--- src/rtl/vedic_mul_seq_if.sv ---
// Operand/product handshake bundle for vedic_mul_seq.
// valid/ready: a transfer happens on a rising edge where valid=1, ready=1 and ena=1;
// valid and its payload stay stable until that edge, and ready never waits on valid.
interface vedic_mul_seq_if #(
    parameter int WIDTH = 8
);
    logic               in_valid;
    logic               in_ready;
    logic [WIDTH-1:0]   in_a;
    logic [WIDTH-1:0]   in_b;
    logic               in_signed;
    logic               out_valid;
    logic               out_ready;
    logic [2*WIDTH-1:0] out_p;

    modport master (
        output in_valid, in_a, in_b, in_signed, out_ready,
        input  in_ready, out_valid, out_p
    );

    modport slave (
        input  in_valid, in_a, in_b, in_signed, out_ready,
        output in_ready, out_valid, out_p
    );
endinterface

--- src/rtl/vedic_mul_seq.sv ---
// Sequential Urdhva-Tiryakbhyam multiplier: one DIGIT-wide product column per enabled clock,
// sign handled as magnitude multiply plus final negate.
module vedic_mul_seq #(
    parameter int WIDTH = 8,
    parameter int DIGIT = 2
) (
    input  logic              clk,
    input  logic              rst_n,
    input  logic              ena,
    vedic_mul_seq_if.slave    bus,
    output logic [1:0]        dbg_state
);

    localparam int N    = WIDTH / DIGIT;
    localparam int NCOL = 2 * N - 1;
    localparam int KW   = $clog2(NCOL);
    localparam int CSW  = 2 * DIGIT + $clog2(N);
    localparam int PW   = 2 * WIDTH;

    generate
        if ((WIDTH % DIGIT) != 0 || WIDTH < 2 * DIGIT) begin : g_bad_params
            $error("vedic_mul_seq: WIDTH must be a multiple of DIGIT and at least 2*DIGIT");
        end
    endgenerate

    typedef enum logic [1:0] {
        IDLE = 2'd0,
        CALC = 2'd1,
        DONE = 2'd2
    } state_t;

    state_t           state_q;
    state_t           state_d;

    logic [WIDTH-1:0] a_q;
    logic [WIDTH-1:0] b_q;
    logic             neg_q;
    logic [KW-1:0]    k_q;
    logic [PW-1:0]    acc_q;
    logic [PW-1:0]    p_q;
    logic             out_valid_q;

    logic             ready;
    logic             accept;
    logic             step;
    logic             finish;
    logic             drain;

    logic [2*DIGIT-1:0] pp [N][N];
    logic [CSW-1:0]     col_sum;
    logic [PW-1:0]      acc_next;
    logic [PW-1:0]      result;

    function automatic logic [WIDTH-1:0] magnitude(input logic [WIDTH-1:0] v, input logic is_signed);
        // The most negative value negates to itself, which read unsigned is exactly 2^(WIDTH-1).
        return (is_signed && v[WIDTH-1]) ? (~v + WIDTH'(1)) : v;
    endfunction

    // Every digit-pair product; the current column picks the pairs whose indices sum to k.
    for (genvar i = 0; i < N; i++) begin : g_pp_row
        for (genvar j = 0; j < N; j++) begin : g_pp_col
            assign pp[i][j] = (2*DIGIT)'(a_q[i*DIGIT +: DIGIT]) * (2*DIGIT)'(b_q[j*DIGIT +: DIGIT]);
        end
    end

    always_comb begin
        col_sum = '0;
        for (int i = 0; i < N; i++) begin
            for (int j = 0; j < N; j++) begin
                if (i + j == int'(k_q)) begin
                    col_sum = col_sum + CSW'(pp[i][j]);
                end
            end
        end
        acc_next = acc_q + (PW'(col_sum) << (int'(k_q) * DIGIT));
        result   = neg_q ? (~acc_next + PW'(1)) : acc_next;
    end

    always_comb begin
        state_d = state_q;
        ready   = 1'b0;
        accept  = 1'b0;
        step    = 1'b0;
        finish  = 1'b0;
        drain   = 1'b0;
        case (state_q)
            IDLE: begin
                ready = ena;
                if (ena && bus.in_valid) begin
                    accept  = 1'b1;
                    state_d = CALC;
                end
            end
            CALC: begin
                if (ena) begin
                    step = 1'b1;
                    if (k_q == KW'(NCOL - 1)) begin
                        finish  = 1'b1;
                        state_d = DONE;
                    end
                end
            end
            DONE: begin
                if (ena && bus.out_ready) begin
                    drain   = 1'b1;
                    state_d = IDLE;
                end
            end
            default: state_d = IDLE;
        endcase
    end

    always_ff @(posedge clk or negedge rst_n) begin
        if (!rst_n) begin
            state_q <= IDLE;
        end else begin
            state_q <= state_d;
        end
    end

    always_ff @(posedge clk or negedge rst_n) begin
        if (!rst_n) begin
            a_q         <= '0;
            b_q         <= '0;
            neg_q       <= 1'b0;
            k_q         <= '0;
            acc_q       <= '0;
            p_q         <= '0;
            out_valid_q <= 1'b0;
        end else begin
            if (accept) begin
                a_q   <= magnitude(bus.in_a, bus.in_signed);
                b_q   <= magnitude(bus.in_b, bus.in_signed);
                neg_q <= bus.in_signed & (bus.in_a[WIDTH-1] ^ bus.in_b[WIDTH-1]);
                acc_q <= '0;
                k_q   <= '0;
            end else if (step) begin
                acc_q <= acc_next;
                if (!finish) begin
                    k_q <= k_q + KW'(1);
                end
            end

            if (finish) begin
                p_q         <= result;
                out_valid_q <= 1'b1;
            end else if (drain) begin
                out_valid_q <= 1'b0;
            end
        end
    end

    assign bus.in_ready  = ready;
    assign bus.out_valid = out_valid_q;
    assign bus.out_p     = p_q;
    assign dbg_state     = state_q;

endmodule

--- src/flat_wrapper.sv ---
// flat-port wrapper written by rule: the top's interface ports become plain ports
module vedic_mul_seq_flat 
#(
    parameter int WIDTH = 8,
    parameter int DIGIT = 2
)
  (clk, rst_n, ena, dbg_state, bus_in_valid, bus_in_a, bus_in_b, bus_in_signed, bus_out_ready, bus_in_ready, bus_out_valid, bus_out_p);
  vedic_mul_seq_if #(.WIDTH(WIDTH)) bus_i ();
  input  logic clk;
  input  logic rst_n;
  input  logic ena;
  output logic [1:0] dbg_state;
  input wire logic [$bits(bus_i.in_valid)-1:0] bus_in_valid;
  input wire logic [$bits(bus_i.in_a)-1:0] bus_in_a;
  input wire logic [$bits(bus_i.in_b)-1:0] bus_in_b;
  input wire logic [$bits(bus_i.in_signed)-1:0] bus_in_signed;
  input wire logic [$bits(bus_i.out_ready)-1:0] bus_out_ready;
  output wire logic [$bits(bus_i.in_ready)-1:0] bus_in_ready;
  output wire logic [$bits(bus_i.out_valid)-1:0] bus_out_valid;
  output wire logic [$bits(bus_i.out_p)-1:0] bus_out_p;
  assign bus_i.in_valid = bus_in_valid;
  assign bus_i.in_a = bus_in_a;
  assign bus_i.in_b = bus_in_b;
  assign bus_i.in_signed = bus_in_signed;
  assign bus_i.out_ready = bus_out_ready;
  assign bus_in_ready = bus_i.in_ready;
  assign bus_out_valid = bus_i.out_valid;
  assign bus_out_p = bus_i.out_p;
  vedic_mul_seq #(.WIDTH(WIDTH), .DIGIT(DIGIT)) u_core (.clk(clk), .rst_n(rst_n), .ena(ena), .bus(bus_i), .dbg_state(dbg_state));
endmodule
--- config.mk ---
export PLATFORM = sky130hd
export DESIGN_NAME = vedic_mul_seq_flat
export DESIGN_NICKNAME = d
export VERILOG_FILES = /design/src/rtl/vedic_mul_seq_if.sv /design/src/rtl/vedic_mul_seq.sv /design/src/flat_wrapper.sv
export SDC_FILE = /design/constraint.sdc
export NUM_CORES = 1
export LEC_CHECK = 0
export ABC_AREA = 1
export BUFFER_PORTS_ARGS = -buffer_cell sky130_fd_sc_hd__buf_2
export CORE_MARGIN = 2
export CORE_UTILIZATION = 30
export DETAILED_ROUTE_END_ITERATION = 12
export SYNTH_ARGS = -nofsm -noshare
export SYNTH_HDL_FRONTEND = slang
export SYNTH_SLANG_ARGS = --single-unit
--- constraint.sdc ---
create_clock -name clk -period 20.4 [get_ports clk]
set_clock_uncertainty 0.05 [all_clocks]
set_input_delay 2.04 -clock clk [delete_from_list [all_inputs] [get_ports clk]]
set_output_delay 2.04 -clock clk [all_outputs]
set_load 0.01 [all_outputs]
== Word level (Yosys, flattened, before mapping) ==
Index checks and enable logic that the tools add are counted.
Cells by class
  multipliers: 16
  bitwise gates (word level): 5
  equal/unequal tests: 14
  shifts and indexed selects: 1
  reductions and logical operators: 10
  mux-type cells: 41
  add/subtract/negate cells: 20
Operators by type and width (count)
  two-way mux 6 bit: 15
  adder 6 x 4 -> 6 bit: 14
  multiplier 2 x 2 -> 4 bit: 16
  two-way mux 16 bit: 3
  adder 16 x 1 -> 16 bit, second input constant: 1
  adder 16 bit: 1
  adder 8 x 1 -> 8 bit, second input constant: 2
  two-way mux 8 bit: 2
  NOT 16 bit: 1
  NOT 8 bit: 2
  left shift 6 x 4 -> 16 bit: 1
  equality test 3 bit, first input constant: 4
  two-way mux 1 bit: 12
  two-way mux 3 bit: 3
  two-way mux 2 bit: 4
  != test 2 x 1 -> 1 bit, second input constant: 4
  equality test 2 x 3 -> 1 bit, first input constant: 2
  case mux 2 bit (3 select lines): 1
  adder 4 x 4 -> 5 bit: 1
  logical AND 1 bit: 4
  two-way mux 4 bit: 1
  AND reduction 4 bit: 1
  nonzero test 2 bit: 2
  adder 3 x 1 -> 3 bit, second input constant: 1
  9 further kinds: 9
Word-level totals
  output and inout port bits: 20
  logic and storage cells: 115
  input port bits: 22
  register bits after elaboration: 55

== Logic depth before layout (Yosys ltp) ==
Gate-level depths: netlist (run 1).
  depth after elaboration: 37
  gate-level depth with buffers: 100
  depth with buffers taken out: 99

== Least setup slack after synthesis (run 1) ==
OpenSTA, ideal clock, no wires.
  kind: reg2reg
  start point: register u_core.k_q[0]
  end point: register u_core.p_q[15] (netlist: u_core.bus.out_p[15])
  cell stages (with the launch flop): 95
  path slack: 0.891 ns
  required time: 20.233 ns
  path buffers: 2
  data arrival time: 19.341 ns
  setup time: 0.117 ns
  cell sequence: dfrtp_1 > buf_6 > inv_1 > buf_2 > ha_1 > nand2_2 > nor2_1 > fa_1 > ha_1 > fa_1 > nand2_1 > nand2_1 > ha_1 > fa_1 > nor2_1 > a31oi_2 > ha_1 > fa_1 > [59 not listed] > a21oi_1 > o21bai_1 > a21oi_1 > o21bai_1 > a21oi_1 > inv_1 > a21oi_1 > o21ai_0 > nand3_1 > nand2_1 > a21oi_1 > o21bai_1 > xor2_1 > inv_1 > nand3_1 > nand3_1 > nand3_1 > nand2_1
Between the ends
  word-level cells in the longest chain between the ends: 37
RTL lines
  start, declared: RTL line vedic_mul_seq.sv:38  | logic [KW-1:0] k_q;
  start signal, assigned: RTL line vedic_mul_seq.sv:140  | k_q <= k_q + KW'(1);
  logical NOT 3 bit: RTL line vedic_mul_seq.sv:70  | if (i + j == int'(k_q)) begin
  two-way mux 4 bit: RTL line vedic_mul_seq.sv:70
  adder 4 x 4 -> 5 bit: RTL line vedic_mul_seq.sv:71  | col_sum = col_sum + CSW'(pp[i][j]);
  two-way mux 6 bit: RTL line vedic_mul_seq.sv:70
  adder 6 x 4 -> 6 bit: RTL line vedic_mul_seq.sv:71
  two-way mux 6 bit: RTL line vedic_mul_seq.sv:70
  adder 6 x 4 -> 6 bit: RTL line vedic_mul_seq.sv:71
  two-way mux 6 bit: RTL line vedic_mul_seq.sv:70
  [21 not listed]
  two-way mux 6 bit: RTL line vedic_mul_seq.sv:70
  adder 6 x 4 -> 6 bit: RTL line vedic_mul_seq.sv:71
  two-way mux 6 bit: RTL line vedic_mul_seq.sv:70
  left shift 6 x 4 -> 16 bit: RTL line vedic_mul_seq.sv:75  | acc_next = acc_q + (PW'(col_sum) << (int'(k_q) * DIGIT));
  adder 16 bit: RTL line vedic_mul_seq.sv:75
  NOT 16 bit: RTL line vedic_mul_seq.sv:76  | result = neg_q ? (~acc_next + PW'(1)) : acc_next;
  adder 16 x 1 -> 16 bit: RTL line vedic_mul_seq.sv:76
  two-way mux 16 bit: RTL line vedic_mul_seq.sv:76
  end signal, assigned: RTL line vedic_mul_seq.sv:145  | p_q <= result;
  end, declared: RTL line vedic_mul_seq.sv:40  | logic [PW-1:0] p_q;
Several ways; a longest one is shown, not always the timed one.
A chain may end at the register's enable or synchronous reset.

== Worst setup path after layout (run 1) ==
  start point: register u_core.b_q[1]
  end point: register u_core.p_q[15] (netlist: u_core.bus.out_p[15])
Between the ends
  word-level cells in the longest chain between the ends: 37
RTL lines
  start, declared: RTL line vedic_mul_seq.sv:36  | logic [WIDTH-1:0] b_q;
  start signal, assigned: RTL line vedic_mul_seq.sv:133  | b_q <= magnitude(bus.in_b, bus.in_signed);
  multiplier 2 x 2 -> 4 bit: RTL line vedic_mul_seq.sv:62  | assign pp[i][j] = (2*DIGIT)'(a_q[i*DIGIT +: DIGIT]) * (2*DIGIT)'(b_q[j*DIGIT +: DIGIT]);
  two-way mux 4 bit: RTL line vedic_mul_seq.sv:70
  adder 4 x 4 -> 5 bit: RTL line vedic_mul_seq.sv:71
  two-way mux 6 bit: RTL line vedic_mul_seq.sv:70
  adder 6 x 4 -> 6 bit: RTL line vedic_mul_seq.sv:71
  two-way mux 6 bit: RTL line vedic_mul_seq.sv:70
  adder 6 x 4 -> 6 bit: RTL line vedic_mul_seq.sv:71
  two-way mux 6 bit: RTL line vedic_mul_seq.sv:70
  [21 not listed]
  two-way mux 6 bit (*): RTL line vedic_mul_seq.sv:70
  adder 6 x 4 -> 6 bit: RTL line vedic_mul_seq.sv:71
  two-way mux 6 bit (*): RTL line vedic_mul_seq.sv:70
  left shift 6 x 4 -> 16 bit (*): RTL line vedic_mul_seq.sv:75
  adder 16 bit (*): RTL line vedic_mul_seq.sv:75
  NOT 16 bit: RTL line vedic_mul_seq.sv:76
  adder 16 x 1 -> 16 bit: RTL line vedic_mul_seq.sv:76
  two-way mux 16 bit (*): RTL line vedic_mul_seq.sv:76
Every way passes the cells marked *; elsewhere a longest branch is shown, timed or not.

==> key figures, run 1 <==
Floorplan
  • Cell Rows: 58
  • IO Pins: 42
  • Horiz. Die Dim: 163.8 um
  • Initial cell density of the core: 30.52%
  • Die Height: 163.8 um
  • Core area: 25,110 um2
  • DIE AREA: 26,840 um2

Final layout
  • Nets: 1,334
  • Area delta synth->final: 14.81%
  • Finished Layout Cells: 1,511
  • Inserted Diodes: 0
  • Fraction of layout cells with a size suffix above 1: 15.50%

Clocking
  • CTS sink cnt: 55
  • Clock transition at path regs: 70 ps
  • Root buf cell: clkbuf_16
  • CTS tree: done
  • Clk_lat worst skew: 290 ps
  • Deepest clock path buffer count: 2
  • H-Tree Depth: 2
  • Post-CTS Hold Buffers: 0
  • Inserted Clock Buffers: 5

Detailed routing
  • Avg WL per Cell: 12.48 um
  • # DRC: 0
  • Vias per cell: 4.699
  • Initial DRC Count: 346
  • First-pass DRT Iterations: 5
  • Routed WL: 18,850 um
  • Routed via count: 7,100
  • Final ANT Viol Nets: 0

Run status
  • Status: complete, no violations

Critical path
  • Most frequent CP cell: fa_1
  • Worst path bufs/invs: 8
  • Slowest Stage Delay on Critical Path: 540 ps
  • Critical-path maximum fanout: 4
  • CP endpoint kind: flip-flop
  • Crit Path Category: reg2reg
  • Critical Path RT: 20,580 ps
  • Top delay family on crit path: adder cells
  • Crit-path slowest cell: fa_1
  • Crit path launch type: flip-flop
  • Arrival time worst endpoint: 19,730 ps

Global routing
  • Largest net degree at the start of global routing: 56
  • Vias in the first global route: 6,919
  • Total gr overflow: 0
  • First-pass GRT wire length: 32,370 um
  • Initial antenna violation count: 0
  • GRT Util Overall: 14.56%

Placement
  • Post-Place Cells: 1,487
  • # port buffers: 41
  • Hpwl dp: 14,930 um
  • Placer Congestion: 0.8408

Flow run
  • Max cap viols: 0

STA
  • Hold Fails Final Rpt: 0
  • Slew @ Worst Pin: 778.9 ps
  • Slew Viols, Final: 0
  • Final min period: 19,550 ps
  • Fin crit share: 95.82%
  • Rel. slew slack: 48.01%
  • Fmax achieved: 51.16 MHz
  • Final setup viols: 0
  • Fin Hold WS: 433.5 ps

Yosys
  • EDFF count, synth: 0
  • Synth warnings: 0
  • Synth top area share: 17.96%
  • Syn Nets: 1,288
  • Ys flop type: dfrtp_1
  • Unique masters post-synth: 42
  • Mapped cell area: 7664 um2
  • Average cell area after synthesis: 6.752 um2
  • Post-synth ARST share: 100.0%
  • Sequential-to-total area share from yosys stat: 17.96%
  • Post-synth top area cell: dfrtp_1
  • Flop and latch count out of synthesis: 55
  • Cells after Synth: 1,135
  • Largest cells by area after synthesis: dfrtp_1 18%, ha_1 16%, nand2_1 16%

Min path
  • Min-Delay Path Class: reg2reg
==> Yosys cell counts (6+ instances only) <==
cell and count:
ha_1 100, nand3_1 82, o21bai_1 6, nand2_2 12
o21ai_1 7, xor2_1 29, nand2_1 329, clkbuf_1 23
a31oi_1 17, a21oi_1 43, o21ai_0 64, xnor2_1 12
a31oi_2 8, nor2_1 69, dfrtp_1 55, nor3_1 10
inv_1 170, fa_1 31, or2_2 15
==> cells in the final DEF (no fill, tap or decap), drive strengths merged, types with 3 or more instances in the layout <==
| master | synthesis | routed |
|---|---|---|
| nand2 | 342 | 342 |
| inv | 175 | 175 |
| ha | 100 | 100 |
| nand3 | 85 | 85 |
| buf | 15 | 78 |
| o21ai | 73 | 73 |
| nor2 | 70 | 70 |
| dfrtp | 55 | 55 |
| a21oi | 44 | 44 |
| fa | 31 | 31 |
| xor2 | 29 | 29 |
| a31oi | 25 | 25 |
| or2 | 15 | 15 |
| xnor2 | 12 | 12 |
| nor3 | 10 | 10 |
| o21bai | 6 | 6 |
| clkbuf | 24 | 6 |
| and2 | 5 | 5 |
| o211ai | 3 | 3 |
==> cell type report <==
cell class / instances / area, um2
Clock buffer: 6 / 138.9
Multi-Input combinational cell: 865 / 5722
Clock inverter: 1 / 5.005
Timing Repair Buffer: 78 / 483.0
Sequential cell: 55 / 1376
Fill cell: 2747 / 16310
Tap cell: 330 / 412.9
Inverter: 176 / 660.6
==> cells by family (layout without fill, tap and decap cells) <==
logic type / Yosys count / after routing / share of synthesized area, %
xor gates and xnor gates: 41 / 41 / 4.686
adders and majority gates: 131 / 131 / 24.42
buffers and inverters: 215 / 261 / 11.38
AOI/OAI and AO/OA: 161 / 161 / 12.39
and+or+nand+nor: 532 / 532 / 29.16
DFF: 55 / 55 / 17.96
==> worst min-delay path, delay by kind of cell (launching register included) <==
kind	cells	cell delay, ps
simple gates	1	50
compound gates	1	60
flops	1	340
==> layer usage <==
metal	GRT usage, %	share of wire (%)	wire, um	up-vias
met5	0	0	0	-
met2	24.83	46	8643	107
met3	0.8838	2.6	490	21
li1	-	-	-	3718
met4	3.230	1.4	255	0
met1	20.25	50	9461	3254
==> timing repair <==
| action | CTS | global route |
|---|---|---|
| buffers inserted | 1 | 16 |
| endpoints found under the setup margin | 1 | 21 |
| resized for setup | 2 | 53 |
| pin swaps | 1 | 38 |
| hold endpoints to repair | 0 | 0 |
==> state kept, by name (all words and copies together), names as in the netlist <==
| register | flops |
|---|---|
| u_core.bus.out_valid | 1 |
| u_core.neg_q | 1 |
| u_core.bus.out_p | 16 |
| u_core.b_q | 8 |
| u_core.a_q | 8 |
| u_core.k_q | 3 |
| u_core.acc_q | 16 |
| u_core.dbg_state | 2 |
==> through the flow <==
step | setup WS (ps) | util (%) | setup TNS, ps | instance area, um2
finish | 852.7 | 35.04 | 0 | 8798
global route | -88.99 | 35.04 | -188.4 | 8798
CTS | 7.516 | 33.37 | 0 | 8379
detailed placement | -118.3 | 32.74 | -140.6 | 8220
global placement | 305.2 | 32.74 | 0 | 8220
floorplan | 891.2 | - | 0 | 7664
==> final timing paths <==
| path | from | endpoint | slack (ps) | cells after the start |
|---|---|---|---|---|
| min in group asynchronous | rst_n | u_core.bus.out_p[0] | 1830 | 2 |
| max in group asynchronous | rst_n | u_core.a_q[4] | 18000 | 2 |
| worst min register to register | u_core.bus.out_p[12] | u_core.bus.out_p[12] | 430 | 2 |
| worst max-delay path | u_core.b_q[1] | u_core.bus.out_p[15] | 850 | 94 |
| worst max register to register | u_core.b_q[1] | u_core.bus.out_p[15] | 850 | 94 |
| worst min-delay path | u_core.bus.out_p[12] | u_core.bus.out_p[12] | 430 | 2 |
Power of run 1 is not shown: default switching activity piles up to over one toggle a cycle in this logic, so the estimate is an artifact.
==> run 2: changes to the inputs <==
- CORE_UTILIZATION: 30 -> 58
- PLACE_DENSITY: unset -> 0.79
==> key figures, run 2 (synthesis gave the netlist of run 1 again) <==
Critical path
  • Arrival time worst endpoint: 19,980 ps
  • Worst path bufs/invs: 8
  • Top delay family on crit path: adder cells
  • Worst r2r dst: u_core.bus.out_p[15]
  • Critical Path RT: 20,540 ps
  • Reg2reg path depth: 94
  • Crit Path Category: reg2reg
  • RR Startpoint: u_core.a_q[0]
  • Crit-path slowest cell: fa_1
  • Crit path launch type: flip-flop
  • FF-to-FF setup slack: 560 ps
  • Critical-path maximum fanout: 4
  • Most frequent CP cell: fa_1
  • CP endpoint kind: flip-flop
  • Slowest Stage Delay on Critical Path: 540 ps

Clocking
  • Clk_lat worst skew: 300 ps
  • Root buf cell: clkbuf_16
  • Inserted Clock Buffers: 5
  • CTS tree: done
  • Clock transition at path regs: 70 ps
  • H-Tree Depth: 2
  • CTS sink cnt: 55
  • Deepest clock path buffer count: 2

STA
  • Slew @ Worst Pin: 1019 ps
  • Hold Fails Final Rpt: 0
  • Fmax achieved: 50.40 MHz
  • Final setup viols: 0
  • Fin crit share: 97.26%
  • Rel. slew slack: 32.01%
  • Final min period: 19,840 ps
  • Slew Viols, Final: 0

Final layout
  • Fraction of layout cells with a size suffix above 1: 14.87%
  • Finished Layout Cells: 1,342
  • Area delta synth->final: 11.30%
  • Commonest non-fill, non-tap cell in the layout: nand2_1
  • Nets: 1,322
  • Fill count: 1,111
  • Most frequent cells in the layout: 315 x nand2_1, 168 x inv_1, 83 x ha_1
  • Inserted Diodes: 0

Global routing
  • First-pass GRT wire length: 30,840 um
  • Vias in the first global route: 6,728
  • GRT Util Overall: 26.13%
  • Largest net degree at the start of global routing: 56
  • Total gr overflow: 0
  • Initial antenna violation count: 0

Placement
  • Hpwl dp: 14,250 um
  • Placer Congestion: 0.8570
  • Post-Place Cells: 1,327
  • # port buffers: 41

Floorplan
  • Horiz. Die Dim: 119.0 um
  • Die Height: 119.0 um
  • Core area: 12,770 um2
  • Initial cell density of the core: 60.00%
  • Cell Rows: 41
  • DIE AREA: 14,150 um2
  • IO Pins: 42

Detailed routing
  • # DRC: 0
  • Routed WL: 18,660 um
  • Final ANT Viol Nets: 0
  • Avg WL per Cell: 13.90 um
  • First-pass DRT Iterations: 5
  • Initial DRC Count: 596
  • Routed via count: 7,236
  • Vias per cell: 5.392

Min path
  • WHS Path Cells: 2
  • Hold EP: u_core.bus.out_p[11]
  • Min-Delay Path Class: reg2reg
  • Worst min-delay path startpoint: u_core.bus.out_p[11]

Run status
  • Status: complete, no violations

Flow run
  • Max cap viols: 0
## run 2: changes by cell type in the layout (fill, tap and decap cells not counted), sizes merged
cell and change:
buf -12, inv +1, clkinvlp +1, clkbuf -1
## run 2: per-stage QoR
stage | utilization (%) | hold slack (ps) | setup TNS [ps] | setup WS (ps) | instance area (um2)
finish | 66.77 | 439.2 | 0 | 559.6 | 8529
global route | 66.77 | 446.2 | -1090 | -312.4 | 8529
CTS | 64.07 | 440.3 | 0 | 17.17 | 8184
detailed placement | 62.69 | 415.4 | -118.9 | -92.73 | 8008
global placement | 62.69 | 414.1 | 0 | 415.9 | 8008
floorplan | - | 409.4 | 0 | 891.2 | 7664
## run 2: area by class of cell
class / instances / area [um2] / area share [%]
clock buffers: 5 / 125.1 / 1.467
clock inverters: 3 / 23.77 / 0.2787
inverters: 176 / 660.6 / 7.745
multi-input cells: 865 / 5736 / 67.24
flip-flops and latches: 55 / 1376 / 16.14
well taps: 172 / 215.2 / 2.523
repair buffers: 66 / 392.9 / 4.606
## run 2: worst max-delay path by stage
stage	start	end	slack, ps	depth (start not counted)
3_3_place_gp	u_core.b_q[1]	u_core.bus.out_p[15]	420	93
4_1_cts	u_core.a_q[0]	u_core.bus.out_p[13]	20	87
6_report	u_core.a_q[0]	u_core.bus.out_p[15]	560	94
3_5_place_dp	u_core.k_q[0]	u_core.bus.out_p[15]	-90	92
2_1_floorplan	u_core.k_q[0]	u_core.bus.out_p[15]	890	94
5_1_grt	u_core.b_q[1]	u_core.bus.out_p[15]	-310	94
## run 2: tightest hold or removal path, delay by kind of cell (launching register included)
| kind | cells | cell delay [ps] |
|---|---|---|
| flops | 1 | 350 |
| compound gates | 1 | 60 |
| simple gates | 1 | 50 |
## run 2: timing repair
item                                    4_1_cts  5_1_grt
setup buffers                                 1        6
gates resized for setup                       5       54
hold buffers                                  0        0
pin swaps                                     1       32
endpoints found under the setup margin        4       19
## run 2: per-layer routing
| metal | wire (um) | track usage [%] | vias to the layer above |
|---|---|---|---|
| li1 | - | - | 3685 |
| met1 | 8926 | 37.11 | 3345 |
| met2 | 8637 | 44.11 | 183 |
| met3 | 850 | 1.676 | 23 |
| met4 | 242 | 5.283 | 0 |
| met5 | 0 | 0 | - |
Power of run 2 is left out for the same reason.
